===== config.mk =====
export PLATFORM = sky130hd
export DESIGN_NAME = fp16_mul_arbiter
export DESIGN_NICKNAME = d
export VERILOG_FILES = /design/src/rtl/fp16_mul_arbiter.sv
export SDC_FILE = /design/constraint.sdc
export NUM_CORES = 1
export LEC_CHECK = 0
export BUFFER_PORTS_ARGS = -buffer_cell sky130_fd_sc_hd__buf_2
export CORE_ASPECT_RATIO = 0.9
export CORE_UTILIZATION = 48
export DETAILED_ROUTE_END_ITERATION = 6
export GPL_TIMING_DRIVEN = 0
export HOLD_SLACK_MARGIN = 0.06
export PLACE_DENSITY_LB_ADDON = 0.2
export SETUP_SLACK_MARGIN = 0.3
export SLEW_MARGIN = 20
export SYNTH_ARGS = -nofsm -noshare
export SYNTH_HDL_FRONTEND = slang
export SYNTH_SLANG_ARGS = --single-unit

===== constraint.sdc =====
create_clock -name clock -period 2.86 [get_ports clock]
set_input_delay 0.429 -clock clock [delete_from_list [all_inputs] [get_ports clock]]
set_output_delay 0.429 -clock clock [all_outputs]
set_load 0.05 [all_outputs]

===== src/rtl/fp16_mul_arbiter.sv =====
// Round-robin arbiter/sequencer sharing one fraction multiplier among NREQ requesters.
// Optional macro FP16_MUL_ARB_TIMEOUT_EN adds a WAIT-state abort after TIMEOUT cycles.
`ifndef FP16_FRACW
`define FP16_FRACW 10
`endif

module fp16_mul_arbiter #(
  parameter int NREQ = 4,
  parameter int TIMEOUT = 64,
  localparam int FW = `FP16_FRACW,
  localparam int PW = 2 * `FP16_FRACW,
  localparam int IDW = $clog2(NREQ)
) (
  input  logic               clock,
  input  logic               reset,
  input  logic [NREQ-1:0]    reqValid,
  output logic [NREQ-1:0]    reqReady,
  input  logic [NREQ*FW-1:0] reqA,
  input  logic [NREQ*FW-1:0] reqB,
  output logic               respValid,
  input  logic               respReady,
  output logic [IDW-1:0]     respId,
  output logic [PW-1:0]      respProduct,
  output logic               respErr,
  output logic [FW-1:0]      mulIn1,
  output logic [FW-1:0]      mulIn2,
  output logic               start,
  input  logic [PW-1:0]      mulOut,
  input  logic               done,
  output logic               busy,
  output logic [1:0]         dbgState
);

  // Handshakes: a request transfers in the cycle reqValid[i] && reqReady[i];
  // a response transfers in the cycle respValid && respReady. Neither ready
  // depends on the same-cycle ready of the other side.

  typedef enum logic [1:0] {
    S_IDLE  = 2'd0,
    S_ISSUE = 2'd1,
    S_WAIT  = 2'd2,
    S_RESP  = 2'd3
  } state_t;

  state_t            state_q, state_d;
  logic [IDW-1:0]    rr_ptr_q, rr_ptr_d;
  logic [IDW-1:0]    id_q, id_d;
  logic [FW-1:0]     op_a_q, op_a_d;
  logic [FW-1:0]     op_b_q, op_b_d;
  logic [PW-1:0]     prod_q, prod_d;
  logic              grant_vld;
  logic [IDW-1:0]    grant_idx;
  logic [NREQ-1:0]   grant_onehot;
  int                scan_idx;

`ifdef FP16_MUL_ARB_TIMEOUT_EN
  localparam int CW = $clog2(TIMEOUT + 1);
  logic [CW-1:0]     cnt_q, cnt_d;
  logic              err_q, err_d;
`endif

  // First valid requester at or above rr_ptr, wrapping past NREQ-1.
  always_comb begin
    grant_vld = 1'b0;
    grant_idx = '0;
    scan_idx  = 0;
    for (int k = 0; k < NREQ; k++) begin
      scan_idx = int'(rr_ptr_q) + k;
      if (scan_idx >= NREQ) scan_idx = scan_idx - NREQ;
      if (!grant_vld && reqValid[scan_idx]) begin
        grant_vld = 1'b1;
        grant_idx = IDW'(scan_idx);
      end
    end
  end

  always_comb begin
    state_d      = state_q;
    rr_ptr_d     = rr_ptr_q;
    id_d         = id_q;
    op_a_d       = op_a_q;
    op_b_d       = op_b_q;
    prod_d       = prod_q;
    grant_onehot = '0;
`ifdef FP16_MUL_ARB_TIMEOUT_EN
    cnt_d        = cnt_q;
    err_d        = err_q;
`endif
    case (state_q)
      S_IDLE: begin
        if (grant_vld) begin
          grant_onehot[grant_idx] = 1'b1;
          id_d    = grant_idx;
          op_a_d  = reqA[grant_idx*FW +: FW];
          op_b_d  = reqB[grant_idx*FW +: FW];
          state_d = S_ISSUE;
        end
      end
      S_ISSUE: begin
`ifdef FP16_MUL_ARB_TIMEOUT_EN
        cnt_d   = '0;
`endif
        state_d = S_WAIT;
      end
      S_WAIT: begin
        if (done) begin
          prod_d  = mulOut;
`ifdef FP16_MUL_ARB_TIMEOUT_EN
          err_d   = 1'b0;
`endif
          state_d = S_RESP;
        end
`ifdef FP16_MUL_ARB_TIMEOUT_EN
        else if (cnt_q == CW'(TIMEOUT - 1)) begin
          prod_d  = '0;
          err_d   = 1'b1;
          state_d = S_RESP;
        end else begin
          cnt_d = cnt_q + 1'b1;
        end
`endif
      end
      S_RESP: begin
        if (respReady) begin
          rr_ptr_d = (id_q == IDW'(NREQ - 1)) ? '0 : id_q + 1'b1;
          state_d  = S_IDLE;
        end
      end
      default: state_d = S_IDLE;
    endcase
  end

  always_ff @(posedge clock or negedge reset) begin
    if (!reset) begin
      state_q  <= S_IDLE;
      rr_ptr_q <= '0;
      id_q     <= '0;
      op_a_q   <= '0;
      op_b_q   <= '0;
      prod_q   <= '0;
`ifdef FP16_MUL_ARB_TIMEOUT_EN
      cnt_q    <= '0;
      err_q    <= 1'b0;
`endif
    end else begin
      state_q  <= state_d;
      rr_ptr_q <= rr_ptr_d;
      id_q     <= id_d;
      op_a_q   <= op_a_d;
      op_b_q   <= op_b_d;
      prod_q   <= prod_d;
`ifdef FP16_MUL_ARB_TIMEOUT_EN
      cnt_q    <= cnt_d;
      err_q    <= err_d;
`endif
    end
  end

  // The accept pulse is combinational from reqValid, so mask it while reset is held.
  assign reqReady    = grant_onehot & {NREQ{reset}};
  assign start       = (state_q == S_ISSUE);
  assign respValid   = (state_q == S_RESP);
  assign busy        = (state_q != S_IDLE);
  assign respId      = id_q;
  assign respProduct = prod_q;
  assign mulIn1      = op_a_q;
  assign mulIn2      = op_b_q;
  assign dbgState    = state_q;
`ifdef FP16_MUL_ARB_TIMEOUT_EN
  assign respErr     = err_q;
`else
  assign respErr     = 1'b0;
`endif

endmodule


After elaboration in Yosys (flattened, before gate mapping)
Index checks and enable logic that the tools add are counted.

word-level totals
  register bits = 46
  output and inout port bits = 52
  word-level logic and storage cells = 81

operators by class
  add/sub/neg operators = 8
  $mul = 1
  $lt $le $gt $ge = 10
  eq/ne operators = 7
  shift operators = 2
  multiplexer cells = 33
  bitwise operators = 1
  reductions and logical operators = 13

operators with widths
  operator                                                     number
  less-than comparator 32 x 4 -> 1 bit, second input constant  4
  2-to-1 mux 32 bit                                            4
  variable part select 40 x 7 -> 10 bit                        2
  2-to-1 mux 2 bit                                             8
  2-to-1 mux 1 bit                                             13
  subtractor 3 x 3 -> 4 bit, second input constant             3
  >= comparator 3 bit, second input constant                   3
  binary-select mux 1 bit (select 2 bit)                       4
  2-to-1 mux 4 bit                                             2
  one-hot mux 2 bit (4 select lines)                           1
  adder 2 x 2 -> 3 bit, second input constant                  2
  == test 2 bit, second input constant                         3
  AND reduction 2 bit                                          3
  multiplier 2 x 3 -> 5 bit, second input constant             1
  AND 4 bit                                                    1
  logical AND 1 bit                                            4
  != test 2 bit, second input constant                         2
  subtractor 2 x 3 -> 4 bit, second input constant             1
  adder 2 x 1 -> 3 bit, second input constant                  1
  >= comparator 2 x 3 -> 1 bit, second input constant          1
  logical NOT 1 bit                                            3
  less-than comparator 2 x 3 -> 1 bit, second input constant   1
  AND reduction 3 bit                                          1
  adder 2 x 1 -> 2 bit, second input constant                  1
  other kinds (6)                                              6

Logic depth before layout (Yosys ltp)
  depth after elaboration = 22
  mapped depth = 8

Least setup slack after synthesis
No wires, ideal clock.

  path type = reg2out
  from = reg state_q[0] (netlist: dbgState[0])
  to = out reqReady[0]
  arrival time = 2.738 ns
  path slack = -0.307 ns
  stages on the path, launching flop included = 7
  cells stage by stage = dfrtp_1 > inv_1 > ha_1 > inv_1 > nor2_1 > nand2_1 > nor3b_1

on the way
  word-level cells in the longest chain between the ends = 3

ends and longest elaborated chain
  what                      RTL line  RTL
  start: declaration        45        state_t state_q, state_d;
  start signal: assignment  146       state_q <= state_d;
  logical NOT 2 bit         89        case (state_q)
  2-to-1 mux 4 bit          89
  AND 4 bit                 160       assign reqReady = grant_onehot & {NREQ{reset}};
  end: declaration          17        output logic [NREQ-1:0] reqReady,

No other way between the ends.

Worst setup path after layout
  from = reg rr_ptr_q[1]
  to = out reqReady[1]

on the way
  word-level cells in the longest chain between the ends = 22
  elaborated cells between the ends (all ways) = 49
  those cells by class = add/sub (7); order compare (6); mux (28); bitwise (1); reduce/logical (7)

ends and longest elaborated chain
  what                                                                RTL line  RTL
  start: declaration                                                  46        logic [IDW-1:0] rr_ptr_q, rr_ptr_d;
  start signal: assignment                                            147       rr_ptr_q <= rr_ptr_d;
  branches (longest 19 deep; another with subtractor 3 x 3 -> 4 bit)  -
  2-to-1 mux 4 bit (*)                                                91        if (grant_vld) begin
  2-to-1 mux 4 bit (*)                                                89
  AND 4 bit (*)                                                       160

Every way passes the cells marked *. The select of a mux whose other input is x is not followed.

==> results.txt <==
* Global Route Usage Sum: 25.0%
* Highest attainable clock frequency: 0.414 GHz
- Number of library cell types mapped by synthesis: 31
* Number of rows in the core area: 25
- The number of nets handed over by synthesis was 370.
* Initial antenna violation count: 0
* Cells along the critical path: buf_6 -> mux2i_1 -> nor2_1 -> a311o_1 -> buf_6 -> buf_6 -> nor3_4 -> buf_6
- Worst supply voltage drop on vdd: roughly 0.83 mV
* Final Instance Count excl. Fillers: 490
- The count of nets left with antenna violations once routing finished came out at 0.
- Measured along the x axis, the die boundary spans roughly 82 um.
- H-tree Lvls: 2
- The slowest stage of the critical path is the sky130_fd_sc_hd__dfrtp_1 cell.
- Compound-gate portion of the synthesized area: 20.7%
- Dividing the detail-routed wire length by the instance count gives 15.1 um.
- Arrival time of data at the critical path endpoint: 1.99 ns
- Global route overflow: 0
- In the synthesized netlist the async set-or-reset flop fraction comes to between 90% and 100%.
- Number of global-route vias before repair: 2,466
- The most used flip-flop cell after synthesis is sky130_fd_sc_hd__dfrtp_1.
- Counting both buffers and inverters, the worst setup path holds a total of 4.
- The die covers 6130 um2.
* TritonCTS clock tree: done
- Flip-flop and latch count after synthesis: 46
* Syn Inst Count: 256
* Class of the tightest hold or removal check: in -> async
- The portion of synthesized area spent on multiplexers is ~16%.
- The final-report max-slew violation count is 0.
- For this configuration, the core starts out at a cell density of around half.
- The clock period could shrink to 2.42 ns.
- The synthesized netlist devotes 12.5% of its cell area to simple gates.
- Vias after detailed routing: 2,577
- Maximum number of pins on one net before global-route repair: 48
- Finish-stage setup viols: 0
- Max-cap check violation count: 0
- Adder-cell share of the synthesized area: 2.69%
- In this run the count of I/O pins placed on the die edge is 160.
* IO Port Bufs: 158
- Summing internal, switching and leakage power gives about 0.0048 W.
- Maximum fanout along the worst path: 10
* Count of unresolved DRC violations after routing: 0
* Number of buffers added to fix hold violations after cts: 0
- Summing the areas of all xor and xnor instances in the mapped netlist gives 0% of the synthesized area.
- CTS Buf Count: 5
* Synthesized area divided by synthesized cell count: 10.9 um2
- Sequential-to-total area share from yosys stat: 41.2%
* Critical Path RT: 2.43 ns
- CTS sink count: 46
- Final clock skew: around 0.0089 ns
- Filler instances: 424
* Final core utilization: 70.9%
* Library cell used as clock root buffer: sky130_fd_sc_hd__clkbuf_8
* Clock transition at the registers of the reported paths: ~0.090 ns
* Vert. Die Dim: ~74 um
- After layout, the worst path uses 84.4% of the clock period.
- Most frequent cell on the critical path: sky130_fd_sc_hd__buf_6
- Clock latency of the later-clocked register in the worst-skew pair: 0.30 ns
- Post-Syn Area: roughly 2800 um2
- Maximum cell stage delay along the critical path: approximately 0.34 ns
- The worst setup path is captured at an output pin.
- Setup repair after global routing left no endpoint under its margin.
- CP startpoint kind: flop
* Result of the run: completed
- Sum Neg Setup Slack: 0 ns
- Detailed placement finished with a half-perimeter wire length of 5820 um.
* Wire length of the first global-routing pass: 11,400 um
- Maximum clock insertion buffer count: 2
- DRT iter0 DRCs: 79
- Fraction of layout cells with a size suffix above 1: 58.4%
- Dominant delay contributor by cell family on the critical path: buffers and inverters
* Via-per-instance ratio: 5.26
- By startpoint and endpoint, the worst setup path is classified as reg -> out.
* Placer's final routability congestion estimate: 0.777
- After synthesis, the largest family of logic cells by area is compound AO/OA/AOI/OAI gates.
* Placed Cells: around 480
- Relative to the synthesized area, the layout overhead comes to 38.2%.
* Power per cell area: 1240 nW/um2
* Worst slew margin relative to its limit: between 50 and 60%
- Final count of hold timing violations: 0
- Core area: ~5400 um2
* Post-detailed-routing wire length: 7420 um
- Number of nets in the finished design: 536
* Number of diodes: 0
- Yosys printed 0 warnings.
- The analysis attributes to cell leakage a power of 1.90 nW.
- EDFF count, synth: 0
- For the pin with the worst max-slew slack, the measured transition is a little over 0.6 ns.
- Before antenna repair, the detailed router went through 4 iterations.
[final cells by class]
class	instances	area (um2)	area share [%]
sequential	46	1150	29.9
multi-input combinational	182	1500	38.8
clock inverter	2	37.5	0.972
clock buffer	6	72.6	1.88
tap	67	83.8	2.17
inverter	7	26.3	0.681
buffer	21	163	4.21
timing repair buffer	159	826	21.4
[cells by family (layout without fill, tap and decap cells)]
logic type,count (synthesis),in the layout
AO/OA/AOI/OAI,54,54
adder cells (fa/ha/maj),6,6
buffers and inverters,28,195
flip-flops,46,46
multiplexers,42,42
other,1,1
AND/OR/NAND/NOR,79,79
[Yosys cell counts (2+ instances only)]
cell | n | area (um2)
sky130_fd_sc_hd__nand2b_1 | 2 | 12.5
sky130_fd_sc_hd__nor3b_1 | 2 | 15.0
sky130_fd_sc_hd__inv_1 | 7 | 26.3
sky130_fd_sc_hd__a21oi_1 | 2 | 10.0
sky130_fd_sc_hd__buf_6 | 3 | 33.8
sky130_fd_sc_hd__dfrtp_1 | 46 | 1150
sky130_fd_sc_hd__nand2_1 | 28 | 105
sky130_fd_sc_hd__nor3_1 | 22 | 110
sky130_fd_sc_hd__nor2_1 | 23 | 86.3
sky130_fd_sc_hd__mux2_2 | 21 | 236
sky130_fd_sc_hd__clkbuf_1 | 7 | 26.3
sky130_fd_sc_hd__a211oi_1 | 5 | 37.5
sky130_fd_sc_hd__buf_12 | 3 | 60.1
sky130_fd_sc_hd__o21ai_0 | 2 | 10.0
sky130_fd_sc_hd__mux2i_1 | 21 | 210
sky130_fd_sc_hd__ha_1 | 6 | 75.1
sky130_fd_sc_hd__buf_2 | 7 | 35.0
sky130_fd_sc_hd__a211oi_2 | 35 | 438
sky130_fd_sc_hd__o21ai_1 | 2 | 10.0
[worst paths after layout]
path | startpoint | to | slack [ns] | cells after the start
setup / recovery | rr_ptr_q[1]$_DFFE_PN0P_ | reqReady[1] | 0.44 | 8
hold / removal | reset | respProduct[11]$_DFFE_PN0P_ | 0.14 | 1
setup reg to reg | rr_ptr_q[1]$_DFFE_PN0P_ | mulIn1[9]$_DFFE_PN0P_ | 0.86 | 9
hold reg to reg | respProduct[0]$_DFFE_PN0P_ | respProduct[0]$_DFFE_PN0P_ | 0.50 | 1
max in group asynchronous | reset | dbgState[1]$_DFFE_PN0P_ | 2.28 | 1
min in group clock | mulOut[16] | respProduct[16]$_DFFE_PN0P_ | 0.35 | 2
[report_power, final]
group / internal [W] / switching, W
registers: 0.000986 / 0.000171
clock network: 0.000261 / 0.000226
logic: 0.000968 / 0.00219
total: 0.00221 / 0.00259
[routing by layer]
| metal | vias up | wire length (um) | global-route usage (%) |
|---|---|---|---|
| li1 | 1257 | - | - |
| met1 | 1218 | 3040 | 29.8 |
| met2 | 91 | 3730 | 45.0 |
| met4 | 0 | 102 | 7.41 |
| met5 | - | 0 | 0 |
| met3 | 11 | 549 | 5.64 |
[flip-flops by register name, summed over array words and instances (netlist names)]
name	count
dbgState	2
mulIn1	10
respProduct	20
rr_ptr_q	2
respId	2
mulIn2	10
[layout by cell type (no fill, tap or decap), drive strengths merged]
master    netlist  final
buf            14    173
dfrtp          46     46
a211oi         40     40
nand2          28     28
nor2           23     23
nor3           22     22
mux2i          21     21
mux2           21     21
clkbuf          7     13
inv             7      7
ha              6      6
o21ai           4      4
a21oi           3      3
nand2b          2      2
nor3b           2      2
o21a            1      1
o22ai           1      1
nor4            1      1
a311o           1      1
o22a            1      1
a222oi          1      1
o31ai           1      1
o221ai          1      1
nand3b          1      1
conb            1      1
clkinvlp        0      1
bufinv          0      1
[metrics by stage]
stage | setup slack, ns | hold WS (ns) | cell area (um2)
CTS | 0.326 | 0.149 | 3820
global route | 0.307 | 0.173 | 3860
detailed placement | 0.170 | 0.488 | 3700
global placement | 0.221 | 0.481 | 3700
floorplan | 0.212 | 0.133 | 2820
finish | 0.445 | 0.136 | 3860
[what timing repair did]
action / 4_1_cts / 5_1_grt
endpoints found under the setup margin: 4 / 4
hold endpoints to repair: 0 / 0
pin swaps: 0 / 0
setup buffers: 0 / 1
gates resized for setup: 6 / 7
(Power assumes the default switching activity.)
